<file path="config.mk">
export PLATFORM = sky130hd
export DESIGN_NAME = caravel_uart_master
export DESIGN_NICKNAME = d
export VERILOG_FILES = /design/src/rtl/caravel_uart_master_pkg.sv /design/src/rtl/caravel_uart_master_uart_core.sv /design/src/rtl/caravel_uart_master.sv
export SDC_FILE = /design/constraint.sdc
export NUM_CORES = 1
export LEC_CHECK = 0
export BUFFER_PORTS_ARGS = -buffer_cell sky130_fd_sc_hd__buf_2
export CAP_MARGIN = 15
export CORE_ASPECT_RATIO = 0.8
export CORE_MARGIN = 4
export CORE_UTILIZATION = 42
export CTS_CLUSTER_SIZE = 20
export DETAILED_ROUTE_END_ITERATION = 10
export GPL_TIMING_DRIVEN = 0
export SKIP_LAST_GASP = 1
export SLEW_MARGIN = 0
export SYNTH_ARGS = -nofsm -noshare
export SYNTH_HDL_FRONTEND = slang
export SYNTH_SLANG_ARGS = --single-unit
</file>
<file path="constraint.sdc">
create_clock -name wb_clk_i -period 4.4 [get_ports wb_clk_i]
set_input_delay 0.88 -clock wb_clk_i [delete_from_list [all_inputs] [get_ports wb_clk_i]]
set_output_delay 0.88 -clock wb_clk_i [all_outputs]
set_load 0.01 [all_outputs]
</file>
<file path="src/rtl/caravel_uart_master_pkg.sv">
// Shared command/reply codes and controller state encoding for the UART-to-Wishbone bridge.
package caravel_uart_master_pkg;

  localparam logic [7:0] CMD_WRITE  = 8'h01;
  localparam logic [7:0] CMD_READ   = 8'h02;
  localparam logic [7:0] RSP_ACK    = 8'h06;
  localparam logic [7:0] RSP_NAK    = 8'h15;
  localparam logic [7:0] RSP_PROMPT = 8'h3E;

  typedef enum logic [2:0] {
    IDLE,
    GET_ADR,
    GET_DAT,
    WB_REQ,
    RESP,
    SEND
  } state_t;

endpackage

</file>
<file path="src/rtl/caravel_uart_master_uart_core.sv">
// 8N1 receiver (16x oversampled, mid-bit sampling) and 8N2 transmitter sharing one baud divisor.
module uart_core (
  input  logic        clk,
  input  logic        rst,
  input  logic [11:0] baud_div,
  input  logic        rxd,
  output logic        txd,
  output logic [7:0]  rx_byte,
  output logic        rx_valid,
  output logic        rx_busy,
  output logic        tick,
  input  logic [7:0]  tx_byte,
  input  logic        tx_start,
  output logic        tx_busy
);

  logic [11:0] div_cnt;
  logic        rx_on;
  logic [3:0]  rx_tc;
  logic [3:0]  rx_bit;
  logic [7:0]  rx_sh;
  logic [10:0] tx_sh;
  logic [3:0]  tx_left;
  logic [11:0] tx_div;
  logic [3:0]  tx_tc;

  // >= so a divisor lowered while the counter is above it does not stall for a full wrap
  assign tick     = (div_cnt >= baud_div);
  assign rx_byte  = rx_sh;
  assign rx_busy  = rx_on;
  assign txd      = tx_sh[0];
  assign tx_busy  = (tx_left != 4'd0);

  always_ff @(posedge clk) begin
    if (rst) div_cnt <= '0;
    else if (tick) div_cnt <= '0;
    else div_cnt <= div_cnt + 12'd1;
  end

  always_ff @(posedge clk) begin
    if (rst) begin
      rx_on    <= 1'b0;
      rx_tc    <= '0;
      rx_bit   <= '0;
      rx_sh    <= '0;
      rx_valid <= 1'b0;
    end else begin
      rx_valid <= 1'b0;
      if (!rx_on) begin
        if (!rxd) begin
          rx_on  <= 1'b1;
          rx_tc  <= '0;
          rx_bit <= '0;
        end
      end else if (tick) begin
        rx_tc <= rx_tc + 4'd1;
        if (rx_bit == 4'd0 && rx_tc == 4'd7) begin
          // start bit re-checked at its middle; a high level here was a glitch
          if (rxd) rx_on <= 1'b0;
          else begin
            rx_bit <= 4'd1;
            rx_tc  <= '0;
          end
        end else if (rx_bit != 4'd0 && rx_tc == 4'd15) begin
          rx_tc <= '0;
          if (rx_bit <= 4'd8) begin
            rx_sh  <= {rxd, rx_sh[7:1]};
            rx_bit <= rx_bit + 4'd1;
          end else begin
            rx_on    <= 1'b0;
            rx_valid <= rxd;
          end
        end
      end
    end
  end

  always_ff @(posedge clk) begin
    if (rst) begin
      tx_sh   <= '1;
      tx_left <= '0;
      tx_div  <= '0;
      tx_tc   <= '0;
    end else if (tx_start && !tx_busy) begin
      tx_sh   <= {2'b11, tx_byte, 1'b0};
      tx_left <= 4'd11;
      tx_div  <= '0;
      tx_tc   <= '0;
    end else if (tx_busy) begin
      if (tx_div >= baud_div) begin
        tx_div <= '0;
        tx_tc  <= tx_tc + 4'd1;
        if (tx_tc == 4'd15) begin
          tx_sh   <= {1'b1, tx_sh[10:1]};
          tx_left <= tx_left - 4'd1;
        end
      end else begin
        tx_div <= tx_div + 12'd1;
      end
    end
  end

endmodule

</file>
<file path="src/rtl/caravel_uart_master.sv">
// UART command bridge: parses write/read commands from a host and runs single Wishbone cycles.
module caravel_uart_master
  import caravel_uart_master_pkg::*;
#(
  parameter int unsigned WB_TMO = 256,
  parameter int unsigned RX_TMO = 64
) (
  input  logic        wb_clk_i,
  input  logic        wb_rst_i,
  input  logic [11:0] cfg_baud_div,
  input  logic        uart_rxd,
  output logic        uart_txd,
  output logic        wbm_cyc_o,
  output logic        wbm_stb_o,
  output logic        wbm_we_o,
  output logic [31:0] wbm_adr_o,
  output logic [31:0] wbm_dat_o,
  output logic [3:0]  wbm_sel_o,
  input  logic [31:0] wbm_dat_i,
  input  logic        wbm_ack_i,
  input  logic        wbm_err_i
);

  logic [7:0]  rx_byte, tx_byte;
  logic        rx_valid, rx_busy, tick, tx_start, tx_busy;
  state_t      state, next;
  logic        prompt, cmd_we, ok;
  logic [1:0]  byte_cnt;
  logic [31:0] sh, adr_q, rdata;
  logic [39:0] resp_buf;
  logic [2:0]  resp_cnt;
  logic [15:0] rx_gap, wb_cnt;
  logic        rx_tmo, wb_tmo, wb_done, last_byte;

  uart_core u_core (
    .clk(wb_clk_i), .rst(wb_rst_i), .baud_div(cfg_baud_div),
    .rxd(uart_rxd), .txd(uart_txd),
    .rx_byte(rx_byte), .rx_valid(rx_valid), .rx_busy(rx_busy), .tick(tick),
    .tx_byte(tx_byte), .tx_start(tx_start), .tx_busy(tx_busy)
  );

  always_comb begin
    rx_tmo    = (rx_gap == 16'(RX_TMO * 16));
    wb_tmo    = (wb_cnt == 16'(WB_TMO - 1));
    wb_done   = wbm_ack_i | wbm_err_i | wb_tmo;
    last_byte = rx_valid && (byte_cnt == 2'd3);
    tx_start  = (state == SEND) && (resp_cnt != 3'd0) && !tx_busy;
    tx_byte   = resp_buf[39:32];
    next      = state;
    case (state)
      IDLE:    if (prompt) next = SEND;
               else if (rx_valid)
                 next = (rx_byte == CMD_WRITE || rx_byte == CMD_READ) ? GET_ADR : SEND;
      GET_ADR: if (rx_tmo) next = IDLE;
               else if (last_byte) next = cmd_we ? GET_DAT : WB_REQ;
      GET_DAT: if (rx_tmo) next = IDLE;
               else if (last_byte) next = WB_REQ;
      WB_REQ:  if (wb_done) next = RESP;
      RESP:    next = SEND;
      SEND:    if (resp_cnt == 3'd0 && !tx_busy) next = IDLE;
      default: next = IDLE;
    endcase
  end

  always_ff @(posedge wb_clk_i) begin
    if (wb_rst_i) state <= IDLE;
    else state <= next;
  end

  always_ff @(posedge wb_clk_i) begin
    if (wb_rst_i) begin
      prompt    <= 1'b1;
      cmd_we    <= 1'b0;
      ok        <= 1'b0;
      byte_cnt  <= '0;
      sh        <= '0;
      adr_q     <= '0;
      rdata     <= '0;
      resp_buf  <= '0;
      resp_cnt  <= '0;
      rx_gap    <= '0;
      wb_cnt    <= '0;
      wbm_cyc_o <= 1'b0;
      wbm_stb_o <= 1'b0;
      wbm_we_o  <= 1'b0;
      wbm_adr_o <= '0;
      wbm_dat_o <= '0;
      wbm_sel_o <= '0;
    end else begin
      // idle line time is measured only between bytes, never while a frame is arriving
      if ((state == GET_ADR || state == GET_DAT) && !rx_busy && !rx_valid) begin
        if (tick) rx_gap <= rx_gap + 16'd1;
      end else begin
        rx_gap <= '0;
      end
      case (state)
        IDLE: begin
          if (prompt) begin
            resp_buf <= {RSP_PROMPT, 32'h0};
            resp_cnt <= 3'd1;
            prompt   <= 1'b0;
          end else if (rx_valid) begin
            byte_cnt <= '0;
            cmd_we   <= (rx_byte == CMD_WRITE);
            resp_buf <= {RSP_NAK, 32'h0};
            resp_cnt <= 3'd1;
          end
        end
        GET_ADR, GET_DAT: begin
          if (rx_valid && !rx_tmo) begin
            sh       <= {sh[23:0], rx_byte};
            byte_cnt <= byte_cnt + 2'd1;
            if (last_byte && state == GET_ADR) adr_q <= {sh[23:0], rx_byte};
          end
          if (next == WB_REQ) begin
            wbm_cyc_o <= 1'b1;
            wbm_stb_o <= 1'b1;
            wbm_sel_o <= 4'hF;
            wbm_we_o  <= cmd_we;
            wbm_adr_o <= (state == GET_ADR) ? {sh[23:0], rx_byte} : adr_q;
            wbm_dat_o <= cmd_we ? {sh[23:0], rx_byte} : '0;
            wb_cnt    <= '0;
          end
        end
        WB_REQ: begin
          wb_cnt <= wb_cnt + 16'd1;
          if (wb_done) begin
            wbm_cyc_o <= 1'b0;
            wbm_stb_o <= 1'b0;
            wbm_we_o  <= 1'b0;
            wbm_sel_o <= '0;
            ok        <= wbm_ack_i && !wbm_err_i;
            rdata     <= wbm_dat_i;
          end
        end
        RESP: begin
          if (ok) begin
            resp_buf <= {RSP_ACK, rdata};
            resp_cnt <= cmd_we ? 3'd1 : 3'd5;
          end else begin
            resp_buf <= {RSP_NAK, 32'h0};
            resp_cnt <= 3'd1;
          end
        end
        SEND: begin
          if (tx_start) begin
            resp_buf <= {resp_buf[31:0], 8'h0};
            resp_cnt <= resp_cnt - 3'd1;
          end
        end
        default: ;
      endcase
    end
  end

endmodule

</file>
==> metrics.txt <==
Yosys warnings=0; Synth Register Bits=296; filler cell count=approximately 2,900; Yosys cell types=65; actual slew at the worst max-slew pin=~0.83 ns; CP Launch Point=cfg_baud_div[2]; Detailed Route Iter0 Violations=975; sw frac=about a quarter; internal power=4.64 mW; DR WL/cell=roughly 17 µm; Longest Clk Path Bufs=3; Critical Path Start Type=primary input; Max Freq=343 MHz; Post-Route Skew=0.0190 ns; CTS HTree Levels=1; pwr/cell area=roughly 420 nW/µm²; Leak Pwr=5.56 nW; DRC=0; FF-to-FF Start=u_core.div_cnt[2]; routed vias=11,080; pre-CTS setup slack=just over 0.9 ns; CP max stage delay=0.45 ns; critical path cell sequence=buf_2 > inv_1 > ha_1 > a211oi_1 > o21ai_0 > a21oi_1 > o21a_1 > clkbuf_1 > buf_2 > xnor2_1 > nor2_1; CP max-delay cell=clkbuf_1; Worst Setup End Kind=flip-flop; asr flop ratio synth=0%; period utilisation layout=66.3%; Clock Latency Late Sink=0.57 ns; GRT overflow=0; antenna-violating nets left=0; Final min period=2.92 ns; TritonRoute pass-1 iters=6; Initial Utilization=42.7%; postcts setup bufs=0; initial antenna violation count=1; r2r setup slk=1.57 ns; most frequent cells in the layout=dfxtp_1, nand2_1, a21oi_1; first-pass GRT wire length=56.1 mm; root buffer cell=clkbuf_16; Area growth syn-to-layout=16.9%; Syn Area/Cell=8.62 µm²; Worst EP arrival=3.34 ns; Worst-path clk slew=0.06 ns; sequential cell area=5930 µm²; CTS Hold Bufs=0; Total GRT Usage=approximately a fifth; Synth top area share=47.2%; chip width=201 µm; CTS tree=built; max_cap viols=0; status=complete, no violations; Die Ht=approximately 160 µm; Slew HR=44.6%; Final Wtd Congestion=roughly 0.83; multi-input logic area=6020 µm²; total power=6.20 mW; Via density=5.52; die footprint=between 30,000 and 40,000 µm²; final setup TNS=0 ns; Net Count, Synth=around 1,500; Sw Pwr=1.56 mW; Reg2Reg Depth=9; layout cell share with drive strength beyond 1=a little over an eighth; Top Family by Delay on Critical Path=compound AO/OA/AOI/OAI gates; Mapped Area=12,600 µm²; Rows=56; cell mode on critical path=buf_2; largest net degree at the start of global routing=16; Port Buf Inserts=119; Synth Instances=~1,500; most common cell after layout, fill and taps aside=dfxtp_1; endpoints failing setup=0; DP HPWL=25.3 mm; PnR worst setup slack=1.48 ns; Main synth FF type=dfxtp_1; Comb pwr share=11.1%; I/O Pins=121; number of flops mapped to enable cells by yosys=0; Std-Cell Core Area=29,400 µm²; Critical Path Stages=11; Layout Nets=1,695; RR Endpoint=rx_gap[0]; Clk network pwr share=44.2%; HP Class=reg2reg; required time worst endpoint=4.83 ns; worst vdd ir=between 0.2 and 0.3 mV; CP Max Fanout=10; total CTS buffers=30; RSZ-0062 raised after global routing=no; Setup CP Type=in2reg; Total Wirelength=between 30 and 40 mm; Sink Count=296; Setup crit end=rx_gap[0]; Synth area leaders=dfxtp_1, nand2_1, a21oi_1, mux2i_1, nor2_1; Buf+Inv Stages, Crit Path=4; Fin. Hold Viols=0; Synth area leader=dfxtp_1; Slew Viols, Final=0; cts repair resizes=0; Seq/Total Area, Yosys=a little under half; vias in the first global route=10,464; Seq pwr share=approximately 45%
## layer usage
layer  share of wire (%)  global-route usage, %  vias up
li1                    -                      -     5468
met1                  50                   31.2     5276
met2                  42                   31.3      294
met3                 6.0                   3.92       42
met4                 1.5                   4.22        0
met5                   0                      0        -
## cells by family (layout without fill, tap and decap cells)
kind of cell / after synthesis / count (layout) / share of synthesized area (%)
mux: 61 / 61 / 4.89
buf+inv: 139 / 310 / 4.91
xor+xnor: 33 / 33 / 2.30
fa+ha+maj: 37 / 37 / 3.68
other cells: 0 / 1 / 0
compound gates: 322 / 322 / 16.4
simple gates: 570 / 570 / 20.7
flops: 296 / 296 / 47.2
## sequential cells by signal, indices dropped and copies added (netlist names), 8 cells and up
name,cells
adr_q,32
rdata,32
resp_buf,40
rx_gap,16
sh,24
u_core.div_cnt,12
u_core.rx_byte,8
u_core.tx_div,12
u_core.tx_sh,9
wb_cnt,16
wbm_adr_o,32
wbm_dat_o,32
## through the flow
| stage | cells | hold WS, ns | instance area, µm² | utilization (%) |
|---|---|---|---|---|
| 3_3_place_gp | 1954 | 0.438 | 13600 | 46.3 |
| 6_report | 2007 | 0.452 | 14700 | 49.9 |
| 5_1_grt | 2007 | 0.471 | 14700 | 49.9 |
| 4_1_cts | 2006 | 0.453 | 14700 | 49.9 |
| 2_1_floorplan | 1458 | 0.432 | 12600 | - |
| 3_5_place_dp | 1954 | 0.443 | 13600 | 46.3 |
## cell type report
| cell class | count | area share, % |
|---|---|---|
| timing repair buffer | 119 | 4.06 |
| tap | 377 | 3.21 |
| inverter | 28 | 0.716 |
| antenna | 1 | 0.0170 |
| buffer | 111 | 3.48 |
| clock inverter | 13 | 1.54 |
| sequential | 296 | 40.4 |
| clock buffer | 39 | 5.61 |
| multi-input combinational | 1023 | 41.0 |
## power groups by stage
stage	combinational [mW]	sequential, mW	clock, mW
floorplan	0.491	2.82	0
global placement	0.668	2.83	0
detailed placement	0.676	2.83	0
CTS	0.679	2.77	2.79
global route	0.743	2.78	2.89
finish	0.688	2.77	2.74
## synth_stat cells, types with 26 or more instances
cell type  number
o21ai_0        30
a211oi_1       37
a21oi_1       156
clkbuf_1       79
mux2i_1        58
nor2_1        152
ha_1           37
dfxtp_1       296
nand3_1        72
a222oi_1       26
nor3_1         26
inv_1          28
nand2_1       214
## worst min-delay path by stage
stage | from | to | slack (ns) | cells past startpoint
floorplan | resp_buf[33] | resp_buf[33] | 0.43 | 2
global placement | wbm_dat_o[26] | wbm_dat_o[26] | 0.44 | 2
detailed placement | wbm_dat_o[31] | wbm_dat_o[31] | 0.44 | 2
CTS | wbm_dat_o[13] | wbm_dat_o[13] | 0.45 | 2
global route | adr_q[29] | adr_q[29] | 0.47 | 2
finish | adr_q[22] | adr_q[22] | 0.45 | 2
## worst reg2reg max path: cells and delay by family (launching register included)
family / cells / cell delay, ns
adder cells (fa/ha/maj): 1 / 0.28
buffers and inverters: 2 / 0.83
XOR/XNOR: 1 / 0.15
AO/OA/AOI/OAI: 4 / 0.98
flip-flops: 1 / 0.42
AND/OR/NAND/NOR: 1 / 0.05
Note: power is estimated with default switching activity, not from simulation.
